==> src/rtl/fm_tx_pkg.sv <==
// Shared FM transmitter definitions: receiver state encoding, default audio
// width and the word-select channel values.
package fm_tx_pkg;

    typedef enum logic [1:0] {
        ST_IDLE  = 2'd0,
        ST_SHIFT = 2'd1,
        ST_DONE  = 2'd2
    } rx_state_t;

    localparam int   AUDIO_W  = 8;
    localparam logic WS_LEFT  = 1'b0;
    localparam logic WS_RIGHT = 1'b1;

endpackage

==> src/rtl/sync_ff.sv <==
// Two-stage synchroniser for one asynchronous input bit.
module sync_ff (
    input  logic clk,
    input  logic rst,
    input  logic i_d,
    output logic o_q
);

    logic r_meta;
    logic r_sync;

    // Capture the raw input, then let a second flop absorb metastability
    always_ff @(posedge clk or posedge rst) begin
        if (rst) begin
            r_meta <= 1'b0;
            r_sync <= 1'b0;
        end else begin
            r_meta <= i_d;
            r_sync <= r_meta;
        end
    end

    assign o_q = r_sync;

endmodule

==> src/rtl/i2s_receiver.sv <==
// Oversampled I2S / left-justified receiver. Extracts one channel per frame
// and emits the top A bits of that slot as a signed sample with a 1-clk strobe.
module i2s_receiver
    import fm_tx_pkg::*;
#(
    parameter int A       = AUDIO_W,
    parameter int W       = 32,
    parameter int TIMEOUT = 1024
) (
    input  logic         clk,
    input  logic         rst,
    input  logic         ena,
    input  logic         i2s_bclk,
    input  logic         i2s_ws,
    input  logic         i2s_sd,
    input  logic         audio_chan_sel,
    input  logic         i2s_ws_align,
    output logic [A-1:0] sample,
    output logic         sample_valid,
    output logic         locked
);

    localparam int                CNT_W    = $clog2(W);
    localparam int                TO_W     = $clog2(TIMEOUT + 1);
    localparam logic [CNT_W-1:0]  LAST_BIT = CNT_W'(A - 1);
    localparam logic [CNT_W-1:0]  CNT_SAT  = CNT_W'(W - 1);
    localparam logic [TO_W-1:0]   TO_MAX   = TO_W'(TIMEOUT);

    logic            w_bclk_s;
    logic            w_ws_s;
    logic            w_sd_s;

    logic            r_bclk_d;
    logic            r_rise;
    logic            r_ws_d;
    logic            r_sd_d;
    logic            r_ws_prev;
    rx_state_t       r_state;
    rx_state_t       w_state_nxt;
    logic [CNT_W-1:0] r_bit_cnt;
    logic [A-1:0]    r_shift;
    logic [TO_W-1:0] r_to_cnt;

    logic            w_ws_edge;
    logic            w_new_sel;
    logic            w_timeout;
    logic            w_start;
    logic            w_shift_en;
    logic            w_cap;
    logic [A-1:0]    w_cap_data;
    logic [A-1:0]    w_shift_bit;
    logic [A-1:0]    w_start_shift;

    sync_ff u_sync_bclk (.clk(clk), .rst(rst), .i_d(i2s_bclk), .o_q(w_bclk_s));
    sync_ff u_sync_ws   (.clk(clk), .rst(rst), .i_d(i2s_ws),   .o_q(w_ws_s));
    sync_ff u_sync_sd   (.clk(clk), .rst(rst), .i_d(i2s_sd),   .o_q(w_sd_s));

    // Edge stage: register the BCLK rise strobe and keep WS/SD aligned with it
    always_ff @(posedge clk or posedge rst) begin
        if (rst) begin
            r_bclk_d <= 1'b0;
            r_rise   <= 1'b0;
            r_ws_d   <= 1'b0;
            r_sd_d   <= 1'b0;
        end else begin
            r_bclk_d <= w_bclk_s;
            r_rise   <= w_bclk_s & ~r_bclk_d;
            r_ws_d   <= w_ws_s;
            r_sd_d   <= w_sd_s;
        end
    end

    // WS seen at the previous rise; tracked even while idle so resync is clean
    always_ff @(posedge clk or posedge rst) begin
        if (rst) begin
            r_ws_prev <= 1'b0;
        end else if (r_rise) begin
            r_ws_prev <= r_ws_d;
        end
    end

    assign w_ws_edge     = (r_ws_d != r_ws_prev);
    assign w_new_sel     = ((r_ws_d == WS_LEFT)  && !audio_chan_sel) ||
                           ((r_ws_d == WS_RIGHT) &&  audio_chan_sel);
    assign w_timeout     = (r_to_cnt == TO_MAX) && !r_rise;
    // Left-justified slots carry their MSB on the very rise that shows the WS edge
    assign w_start_shift = {i2s_ws_align & r_sd_d, {(A-1){1'b0}}};

    // Next-state and capture decisions; a WS edge always closes the open slot
    always_comb begin
        w_state_nxt = r_state;
        w_start     = 1'b0;
        w_shift_en  = 1'b0;
        w_cap       = 1'b0;
        w_cap_data  = r_shift;
        w_shift_bit = r_shift;
        for (int i = 0; i < A; i++) begin
            if (r_bit_cnt == CNT_W'(A - 1 - i)) begin
                w_shift_bit[i] = r_sd_d;
            end
        end
        if (!ena || w_timeout) begin
            w_state_nxt = ST_IDLE;
        end else if (r_rise) begin
            if (w_ws_edge) begin
                w_start     = 1'b1;
                w_state_nxt = w_new_sel ? ST_SHIFT : ST_DONE;
                // Short slot: emit whatever arrived, already left-justified
                if (r_state == ST_SHIFT) begin
                    w_cap      = 1'b1;
                    w_cap_data = r_shift;
                end
            end else if (r_state == ST_SHIFT) begin
                w_shift_en = 1'b1;
                if (r_bit_cnt == LAST_BIT) begin
                    w_cap       = 1'b1;
                    w_cap_data  = w_shift_bit;
                    w_state_nxt = ST_DONE;
                end
            end
        end
    end

    // FSM state register
    always_ff @(posedge clk or posedge rst) begin
        if (rst) begin
            r_state <= ST_IDLE;
        end else begin
            r_state <= w_state_nxt;
        end
    end

    // Slot bit counter; I2S mode discards the edge bit so counting starts at 0
    always_ff @(posedge clk or posedge rst) begin
        if (rst) begin
            r_bit_cnt <= '0;
        end else if (w_start) begin
            r_bit_cnt <= i2s_ws_align ? CNT_W'(1) : '0;
        end else if (r_rise && (r_bit_cnt != CNT_SAT)) begin
            r_bit_cnt <= r_bit_cnt + CNT_W'(1);
        end
    end

    // Shift register, MSB-first into fixed positions; cleared at every slot start
    always_ff @(posedge clk) begin
        if (w_start) begin
            r_shift <= w_start_shift;
        end else if (w_shift_en) begin
            r_shift <= w_shift_bit;
        end
    end

    // Clock cycles since the last BCLK rise, saturating at TIMEOUT
    always_ff @(posedge clk or posedge rst) begin
        if (rst) begin
            r_to_cnt <= '0;
        end else if (r_rise) begin
            r_to_cnt <= '0;
        end else if (r_to_cnt != TO_MAX) begin
            r_to_cnt <= r_to_cnt + TO_W'(1);
        end
    end

    // Output stage: sample held between captures, lock follows capture/loss
    always_ff @(posedge clk or posedge rst) begin
        if (rst) begin
            sample       <= '0;
            sample_valid <= 1'b0;
            locked       <= 1'b0;
        end else begin
            sample_valid <= w_cap;
            if (w_cap) begin
                sample <= w_cap_data;
            end
            if (!ena || w_timeout) begin
                locked <= 1'b0;
            end else if (w_cap) begin
                locked <= 1'b1;
            end
        end
    end

endmodule

==> config.mk <==
export PLATFORM = sky130hd
export DESIGN_NAME = i2s_receiver
export DESIGN_NICKNAME = d
export VERILOG_FILES = /design/src/rtl/fm_tx_pkg.sv /design/src/rtl/sync_ff.sv /design/src/rtl/i2s_receiver.sv
export SDC_FILE = /design/constraint.sdc
export NUM_CORES = 1
export LEC_CHECK = 0
export ABC_AREA = 1
export BUFFER_PORTS_ARGS = -buffer_cell sky130_fd_sc_hd__buf_2
export CAP_MARGIN = 40
export CORE_UTILIZATION = 31
export CTS_CLUSTER_DIAMETER = 120
export DETAILED_ROUTE_END_ITERATION = 8
export GPL_TIMING_DRIVEN = 0
export PLACE_DENSITY_LB_ADDON = 0.1
export SYNTH_ARGS = -nofsm -noshare
export SYNTH_HDL_FRONTEND = slang
export SYNTH_SLANG_ARGS = --single-unit
==> constraint.sdc <==
create_clock -name clk -period 3.1 [get_ports clk]
set_clock_uncertainty 0.1 [all_clocks]
set_input_delay 0.155 -clock clk [delete_from_list [all_inputs] [get_ports clk]]
set_output_delay 0.155 -clock clk [all_outputs]
set_load 0.005 [all_outputs]
# Word-level counts from Yosys, hierarchy flattened
# Cells that the tools add are included.
totals:
  inputBits: 8
  wordCells: 95
  reg_bits: 47
  out_inout_bits: 10
op_classes:
  bitwise_logic: 4
  eq_ne: 12
  addsub: 2
  n_reduce_logical: 18
  mux: 40
op_table:
  columns: ["op", "n"]
  rows:
  - ["2-to-1 mux 8 bit", 7]
  - ["2-to-1 mux 1 bit", 23]
  - ["2-to-1 mux 11 bit", 2]
  - ["== test 5 x 3 -> 1 bit, second input constant", 4]
  - ["2-to-1 mux 2 bit", 6]
  - ["adder 11 x 1 -> 11 bit, second input constant", 1]
  - ["== test 11 bit, second input constant", 1]
  - ["!= test 11 bit, second input constant", 1]
  - ["== test 5 x 2 -> 1 bit, second input constant", 2]
  - ["2-to-1 mux 5 bit", 2]
  - ["nonzero test 2 bit", 5]
  - ["nonzero test 3 bit", 2]
  - ["adder 5 x 1 -> 5 bit, second input constant", 1]
  - ["== test 5 x 1 -> 1 bit, second input constant", 1]
  - ["zero test 5 bit", 1]
  - ["!= test 5 bit, second input constant", 1]
  - ["logical AND 1 bit", 4]
  - ["zero test 1 bit", 3]
  - ["AND reduction 3 bit", 1]
  - ["AND 1 bit", 2]
  - ["== test 2 x 1 -> 1 bit, second input constant", 1]
  - ["logical OR 1 bit", 2]
  - ["inverter 1 bit", 2]
  - ["!= test 1 bit", 1]

# Longest topological paths before layout
# Gate-level depths: netlist (run 1).
depth:
  word_depth: 8
  depth_mapped: 10
  mapped_depth_nobuf: 10

# By module
# Synthesis (run 1) repeated with hierarchy kept, for this count alone.
unflattened:
  hier_cells: 280
  hier_area_um2: 2376.0
modules_own_cells:
  columns: ["mod", "n_inst", "seq_area_each_um2", "area_each_um2", "cells_per_inst"]
  rows:
  - ["i2s_receiver", 1, 996.0, 2214.6, 271]
  - ["sync_ff", 3, 50.0, 53.8, 3]

# Worst setup path after synthesis (run 1)
# Ideal clock, no wire load.
synth_timing:
  path_kind: "flip-flop to flip-flop"
  startpoint: "register r_bit_cnt[0]"
  endpoint: "register r_bit_cnt[1]"
  t_arrival_ns: 1.455
  t_required_ns: 2.881
  slack_ns: 1.426
  setup_time_ns: 0.119
  path_stages_with_launch: 10
  synth_period_minus_slack_ns: 1.674
  n_path_buf: 0
  cell_sequence: "dfrtp_1 -> ha_1 -> inv_1 -> nor3_1 -> ha_1 -> or2_1 -> nand2_2 -> nor2_1 -> a31oi_1 -> inv_1"
synth_between:
  elab_chain_cells: 3
  elab_cells_between_ends: 6
  classes_between: "1 x add/sub; 1 x eq/ne; 2 x mux; 2 x reduce/logical"
synth_rtl:
  columns: ["item", "line", "text"]
  rows:
  - ["from (decl)", "i2s_receiver.sv:40", "logic [CNT_W-1:0] r_bit_cnt;"]
  - ["from (signal assigned)", "i2s_receiver.sv:138", "r_bit_cnt <= i2s_ws_align ? CNT_W'(1) : '0;"]
  - ["from (signal assigned)", "i2s_receiver.sv:140", "r_bit_cnt <= r_bit_cnt + CNT_W'(1);"]
  - ["adder 5 x 1 -> 5 bit / != test 5 bit (equally long branches)", "i2s_receiver.sv:140, i2s_receiver.sv:139", null]
  - ["2-to-1 mux 5 bit / logical AND 1 bit (equally long branches)", "i2s_receiver.sv:139", "end else if (r_rise && (r_bit_cnt != CNT_SAT)) begin"]
  - ["2-to-1 mux 5 bit / nonzero test 2 bit (equally long branches)", null, null]
# Parallel ways exist; a longest one is shown, timed or not. The select of a mux whose other input is x is not followed.
# A chain may end at the register's enable or synchronous reset.

# Final worst setup path (run 1)
layout_timing:
  startpoint: "register r_bit_cnt[0]"
  endpoint: "register r_bit_cnt[4]"
# Same word-level chain as after synthesis.

==> impl_summary.md, run 1 <==
Synth
The mux cell area share after synthesis is 0%. The netlist area before placement is 2370 µm². The count of yosys warnings during synthesis is 0. The number of distinct library cells after synthesis is 31. The flip-flop cell with the highest count after synthesis is sky130_fd_sc_hd__dfrtp_1. The post-synthesis share of cell area spent on and, or, nand and nor gates is 30.3%. In the synthesized netlist, the number of instances is 277. In the synthesized netlist the async set-or-reset flop fraction comes to 83.0%.

Counting every net in the synthesized netlist gives around 290. A synthesized cell averages 8.55 µm². After Yosys synthesis, XOR and XNOR cells account for under 10% of the synthesized area. The share of the synthesized area in compound gates (AO/OA/AOI/OAI) is 8.25%. The number of enable-type register cells in the synthesized netlist is 1. In this run, synthesis produced a sequential element count of 47. The adder and majority gate portion of the synthesized area is 3.70%.

The largest family of logic cells by synthesized area is simple AND/OR/NAND/NOR gates. For this run, the register share of the synthesized area comes to 48.4%.

Floorplan
18 I/O pins were placed. From left edge to right edge, the die measures 89.4 µm. In this run the standard cell core region covers 7330 µm². The initial utilization of the core area, before any placement, comes to 32.3%. In this run the core area contains 31 standard-cell rows.

The die is 89.4 µm tall. The area of the die is approximately 8000 µm².

Global routing
The via count of the first global-routing pass is around 1600. The initial antenna violation count is 0. The largest net degree at the start of global routing is 30.

The first global-routing pass estimated 7.91 mm of wire. Global routing used 13.2% of the available tracks across all layers. The final global-route overflow total is 0.

Clock network
Counting the buffers created by CTS gives 5. The clock net sink count is 47. The H-tree was split into 2 levels. TritonCTS built the clock tree. The number of buffers added for setup after CTS is 0. The clock reaches the later pin of the worst-skew pair after 0.30 ns. The post-cts hold buffer count is 4. The longest clock path from root to sink contains 2 buffers. Clock-pin slew was measured on the worst setup and hold paths at 0.09 ns. The total of cells resized after clock tree synthesis is 0. The tree is rooted in a sky130_fd_sc_hd__clkbuf_8.

Final layout
The flip-flop and latch area is 1150 µm². The most common cell after layout, fill and taps aside is sky130_fd_sc_hd__nand2_1. The net count of the finished layout is 321. Leaving out fill and tap cells, the most frequent cells in the layout are sky130_fd_sc_hd__nand2_1 (61), sky130_fd_sc_hd__dfrtp_1 (39), sky130_fd_sc_hd__inv_1 (32). The fraction of layout cells with a size suffix above 1 is 20.5%. The combined area of the multi-input logic cells is between 1000 and 1500 µm².

The final-layout fill cell count is 760. The number of antenna diodes in the final layout is 0. The post-route core utilization is approximately 38%. The layout overhead on the synthesized area is 16.3%.

Critical path
The internal reg-to-reg setup slack is 1.29 ns. By startpoint and endpoint, the worst setup path is classified as register to register. The startpoint type of the worst setup path is a register. The data arrival at the endpoint of the critical path is 1.90 ns. The worst endpoint required time is between 3 and 4 ns. The largest fanout on the critical path is 8. The nature of the critical path endpoint is a register.

Detailed routing
After detailed routing, the average wire length per cell comes to 11.1 µm. Wires add up to 4.51 mm. The first-iteration detailed-routing DRC count is 64. The vias after detailed routing is 1731.

In this run the remaining antenna-violating nets after routing total 0. The via density per instance is 4.26. Before antenna repair, the detailed router went through 4 iterations. The remaining routing DRC violations is 0.

Timing
Based on the critical path, the design can be clocked at up to 553 MHz. The final-report max-slew violation count is 0. Setup repair after global routing left no endpoint under its margin. The worst slew margin relative to its limit is between 70% and 80%. The sum of negative setup slack is 0 ns. The number of setup violations in the final report is 0. The clock period minus worst slack is 1.81 ns. The actual slew at the worst max-slew pin is 0.315 ns. The final-report hold violation count is 0. The worst path uses approximately three fifths of the clock period.

Status
The run finished with clean final reports.

Place
Once detailed placement completed, the half-perimeter wirelength came to 3.37 mm. The count of buffers added on input and output ports is 17. The placer's final routability congestion estimate is 0.777.

Power
The power per unit of standard cell area is 571 nW/µm². The total leakage power is 0.00139 µW. The worst-case IR drop observed on VDD is roughly 0.2 mV.

Hold path
The worst hold-check path type is input pin to register.

Flow run
Max-cap violations in this run came to 0.
-- sequential cells by signal (all words and copies together), names as in the netlist, 2 cells and up --
signal,cells
sample,8
r_shift,8
r_state,2
r_bit_cnt,5
r_to_cnt,11
-- worst max-delay path, stage by stage, from the launching register on --
cell                      delay, ns
sky130_fd_sc_hd__dfrtp_1       0.43
sky130_fd_sc_hd__ha_1          0.21
sky130_fd_sc_hd__inv_1         0.09
sky130_fd_sc_hd__nor3_1        0.06
sky130_fd_sc_hd__ha_1          0.16
sky130_fd_sc_hd__or2_1         0.25
sky130_fd_sc_hd__nand2_2       0.15
sky130_fd_sc_hd__nor2_1        0.06
sky130_fd_sc_hd__a31oi_1       0.14
sky130_fd_sc_hd__inv_1         0.05
-- cell type report --
type                       count  share of cell area, %
sequential                    47                   41.6
multi-input combinational    188                   37.9
inverter                      39                   5.36
timing repair buffer          22                   5.27
tap                           99                   4.50
clock buffer                   6                   3.00
clock inverter                 2                   1.27
buffer                         3                   1.09
-- stage by stage --
step	hold WS [ns]	worst slack (ns)	total power (µW)	std cells	cell area [µm²]
3_5_place_dp	0.00216	1.30	1120	394	2600
6_report	0.0539	1.29	1570	406	2750
4_1_cts	0.0459	1.28	1610	406	2750
2_1_floorplan	0.0864	1.43	1030	277	2370
3_3_place_gp	0.163	1.28	1110	393	2580
5_1_grt	0.0567	1.13	1700	406	2750
-- cells in the mapped netlist (2+ instances only) --
cell / instances / area [µm²]
sky130_fd_sc_hd__nand4_1: 3 / 18.8
sky130_fd_sc_hd__o21ai_0: 15 / 75.1
sky130_fd_sc_hd__nor2_8: 2 / 40.0
sky130_fd_sc_hd__inv_2: 5 / 18.8
sky130_fd_sc_hd__o21ai_1: 4 / 20.0
sky130_fd_sc_hd__inv_1: 33 / 124
sky130_fd_sc_hd__nand2_4: 5 / 56.3
sky130_fd_sc_hd__a21oi_2: 3 / 26.3
sky130_fd_sc_hd__nand3_1: 20 / 100
sky130_fd_sc_hd__nor2_4: 2 / 22.5
sky130_fd_sc_hd__nor2_1: 30 / 113
sky130_fd_sc_hd__a21oi_1: 7 / 35.0
sky130_fd_sc_hd__buf_6: 2 / 22.5
sky130_fd_sc_hd__nand2_1: 61 / 229
sky130_fd_sc_hd__o21ai_2: 3 / 26.3
sky130_fd_sc_hd__a31oi_1: 2 / 12.5
sky130_fd_sc_hd__ha_1: 7 / 87.6
sky130_fd_sc_hd__dfrtp_1: 39 / 976
sky130_fd_sc_hd__dfxtp_1: 7 / 140
sky130_fd_sc_hd__nand3_2: 5 / 50.1
sky130_fd_sc_hd__xor2_1: 4 / 35.0
sky130_fd_sc_hd__nor3_1: 5 / 25.0
sky130_fd_sc_hd__nand2_2: 5 / 31.3
-- worst paths after layout --
| check | start | to | cells after the start |
|---|---|---|---|
| worst max-delay path | r_bit_cnt[0] | r_bit_cnt[4] | 9 |
| worst max register to register | r_bit_cnt[0] | r_bit_cnt[4] | 9 |
| worst min register to register | u_sync_bclk.r_meta | u_sync_bclk.o_q | 0 |
| max in group asynchronous | rst | r_rise | 4 |
| min in group asynchronous | rst | u_sync_bclk.r_meta | 3 |
| worst min-delay path | ena | r_state[0] | 3 |
-- cell families after synthesis --
group | after synthesis
xor gates and xnor gates | 5
AOI/OAI and AO/OA | 34
buffers and inverters | 42
and+or+nand+nor | 142
DFF | 47
adders and majority gates | 7
-- layer usage --
| layer | part of all wire (%) | routed length (µm) | up-vias | track usage (%) |
|---|---|---|---|---|
| met1 | 54 | 2440 | 767 | 18.4 |
| met3 | 3.4 | 153 | 4 | 3.79 |
| met5 | 0 | 0 | - | 0 |
| li1 | - | - | 938 | - |
| met4 | 0.95 | 43 | 0 | 4.33 |
| met2 | 42 | 1880 | 22 | 19.6 |
-- power breakdown --
part           switching [µW]  internal [µW]
sequential               65.0            683
clock                     205            261
combinational             226            132
Note: power is estimated with default switching activity, not from simulation.
==> run 2: changes to the inputs <==
==> constraint.sdc (replaced) <==
create_clock -name clk -period 1.6 [get_ports clk]
set_clock_uncertainty 0.1 [all_clocks]
set_input_delay 0.08 -clock clk [delete_from_list [all_inputs] [get_ports clk]]
set_output_delay 0.08 -clock clk [all_outputs]
set_load 0.005 [all_outputs]
==> run 2 against run 1 <==
The flow now finishes with violations (setup timing). Maximum frequency up 7.6%. Cell count is 2.2% higher. Core utilization rose by 1.3 points. Wire length rose by 2.9%. First-iteration DRC count is 9.4% higher. Die area unchanged. Critical path type unchanged. Largest power group unchanged.
==> impl_summary.md, run 2 (synthesis gave the netlist of run 1 again) <==
Critical path
The launching point of the worst reg2reg path is r_bit_cnt[1]. The endpoint of the worst register-to-register path is r_bit_cnt[1]. STA classifies the critical path endpoint as a register. The number of cells on the worst reg-to-reg path is 9 (unchanged). The worst endpoint required time came to 1.70 ns (-1.49 ns).

The kind of critical path is register to register. STA classifies the critical path startpoint as a register. The data arrival at the endpoint of the critical path is 1.78 ns (-0.12 ns). The critical path ends at r_bit_cnt[1]. The largest fanout on the critical path came to 6 (-2). The internal reg-to-reg setup slack was -0.08 ns (-1.37 ns).

In this run the worst setup path begins at r_bit_cnt[1].

Timing
The number of setup violations in the final report was 5 (+5). The fmax is 596 MHz (+7.6%). The sum of negative setup slack came to -0.305 ns (-0.305 ns). The worst slew margin relative to its limit is 80.2% (+1.2 points). The final-report max-slew violation count is 0 (unchanged). The final-report hold violation count came to 0 (unchanged). The post-layout worst setup margin came to -0.0790 ns (-1.37 ns).

The clock period minus worst slack is 1.68 ns (-0.128 ns). Setup repair after global routing could not meet its margin everywhere. The final clock period utilization by the worst path is 105% (+47 points). The actual slew at the worst max-slew pin came to 0.297 ns (-0.0182 ns).

Clock network
The count of H-tree levels built during CTS came to 2 (unchanged). The largest buffer count on any clock path is 2 (unchanged). The latest clock arrival within the worst-skew pair is 0.30 ns (about the same). The number of buffers inserted during clock tree synthesis was 5 (unchanged). TritonCTS built the clock tree.

The clock net sink count is 47 (unchanged). The clock transition time at the flip-flop clock pins of the worst setup and hold paths came to 0.09 ns (about the same). The cell chosen for the clock root is sky130_fd_sc_hd__clkbuf_8.

Floorplan
The width of the die was 89.4 µm (unchanged). The number of top-level pins came to 18 (unchanged). The number of rows in the core area is 31 (unchanged). The placeable core area was 7330 µm² (unchanged). The die span in y is 89.4 µm (unchanged).

The area of the die is 7990 µm² (unchanged). The effective utilization at floorplan is 32.3% (unchanged).

Global routing
The met1 routing resource usage after global routing is 18.9% (+0.43 points). The met3 usage was 2.49% (-1.3 points). The global-route met2 utilization was 20.7% (+1.0 points). The initial antenna violation count is 0 (unchanged). The busiest metal layer after global routing is met2. The final global-route overflow total is 0 (unchanged). The via count of the first global-routing pass is 1690 (+2.6%). The overall global routing resource usage came to 13.4% (+0.16 points).

The largest net degree at the start of global routing is 31 (+3.3%). The first-pass GRT wire length is 8.10 mm (+2.4%).

Place
The placer's final routability congestion estimate is 0.765 (-1.5%). The post-place setup slack is -0.114 ns (-1.41 ns). The half-perimeter wire length after placement is 3.37 mm (-0.11%). The total placed instance area is 2610 µm² (+0.39%). The count of port buffers added during placement is 17 (unchanged).

Final layout
Relative to the synthesized area, the layout overhead comes to 20.4%. The flip-flop count of the largest register, all copies and words added is 11 (unchanged). The final net count is 330 (+2.8%). The largest registers in the layout are r_to_cnt x11, r_shift x8, sample x8. The register with the most flip-flops is r_to_cnt.

Leaving out fill and tap cells, the most frequent cell in the layout is sky130_fd_sc_hd__nand2_1. The post-route core utilization is 38.9% (+1.3 points). The fraction of layout cells with a size suffix above 1 is 25.6% (+5.1 points).

In the layout the commonest cells are sky130_fd_sc_hd__nand2_1 (60), sky130_fd_sc_hd__dfrtp_1 (39), sky130_fd_sc_hd__inv_1 (31). The antenna cell count is 0 (unchanged). The finished layout cell area was 2850 µm² (+3.5%).

Detailed routing
The via density per instance came to 4.34 (+1.8%). The first-iteration detailed-routing DRC count came to 70 (+9.4%). The remaining routing DRC violations is 0 (unchanged). The vias after detailed routing is 1801 (+4.0%).

The number of nets still failing antenna checks after routing is 0 (unchanged). The routed wire length is 4.64 mm (+2.9%). The detailed-router iteration count before antenna repair is 4 (unchanged). The average wire length per cell after detail routing is 11.2 µm (+0.65%).

Flow run
The count of max-cap constraint violations came to 0 (unchanged).

Status
The run finished, with violations left. The final reports fail on setup timing.

Power
The total leakage power is 0.00141 µW (+2.0%). The maximum ir drop on the vdd rail is 0.407 mV (+99%). The power per unit of standard cell area came to 1060 nW/µm² (+86%).

Hold path
The tightest min-delay check is of the input pin to register type.
[run 2: power breakdown]
part	switching (µW)	internal, µW
Sequential	125	1320
Clock	414	353
Combinational	487	319
Total	1030	2000
[run 2: routing by layer]
layer	up-vias	wire [µm]
met5	-	0
met4	0	53
met3	5	132
met2	27	1960
met1	812	2490
li1	957	-
[run 2: per-stage QoR]
stage / power (µW) / hold WS, ns / instances
2_1_floorplan: 2000 / 0.0114 / 277
3_3_place_gp: 2170 / 0.0881 / 393
3_5_place_dp: 2190 / -0.0772 / 394
4_1_cts: 3030 / 0.0212 / 411
5_1_grt: 3270 / 0.0622 / 415
6_report: 3020 / 0.0318 / 415
[run 2: what timing repair did]
item,4_1_cts,5_1_grt
hold endpoints to repair,44,0
gates resized for setup,4,6
pin swaps,2,4
hold buffers,5,0
endpoints found under the setup margin,14,25
setup buffers,4,4
[run 2: worst min path at each step]
stage / cells past startpoint / end / from
2_1_floorplan: 0 / u_sync_bclk.r_meta / i2s_bclk
3_3_place_gp: 1 / u_sync_sd.r_meta / i2s_sd
3_5_place_dp: 2 / u_sync_bclk.r_meta / rst
4_1_cts: 4 / r_state[0] / audio_chan_sel
5_1_grt: 4 / r_state[0] / audio_chan_sel
6_report: 4 / r_state[0] / audio_chan_sel
[run 2: worst max-delay path, cell delays in order (launching register included)]
cell and delay [ns]:
sky130_fd_sc_hd__dfrtp_1 0.42, sky130_fd_sc_hd__ha_2 0.20, sky130_fd_sc_hd__inv_2 0.08, sky130_fd_sc_hd__nor3_2 0.04, sky130_fd_sc_hd__ha_2 0.16, sky130_fd_sc_hd__or2_4 0.24
sky130_fd_sc_hd__nand2_4 0.10, sky130_fd_sc_hd__nor2_1 0.06, sky130_fd_sc_hd__a31oi_1 0.13, sky130_fd_sc_hd__inv_1 0.05
[run 2: final cells by class]
type	instances	area, µm²
fillers	755	4480
repair buffers	31	219
plain buffers	3	30.0
multi-input cells	188	1080
flip-flops and latches	47	1150
well taps	99	124
clock buffers	6	82.6
inverters	39	148
clock inverters	2	16.3
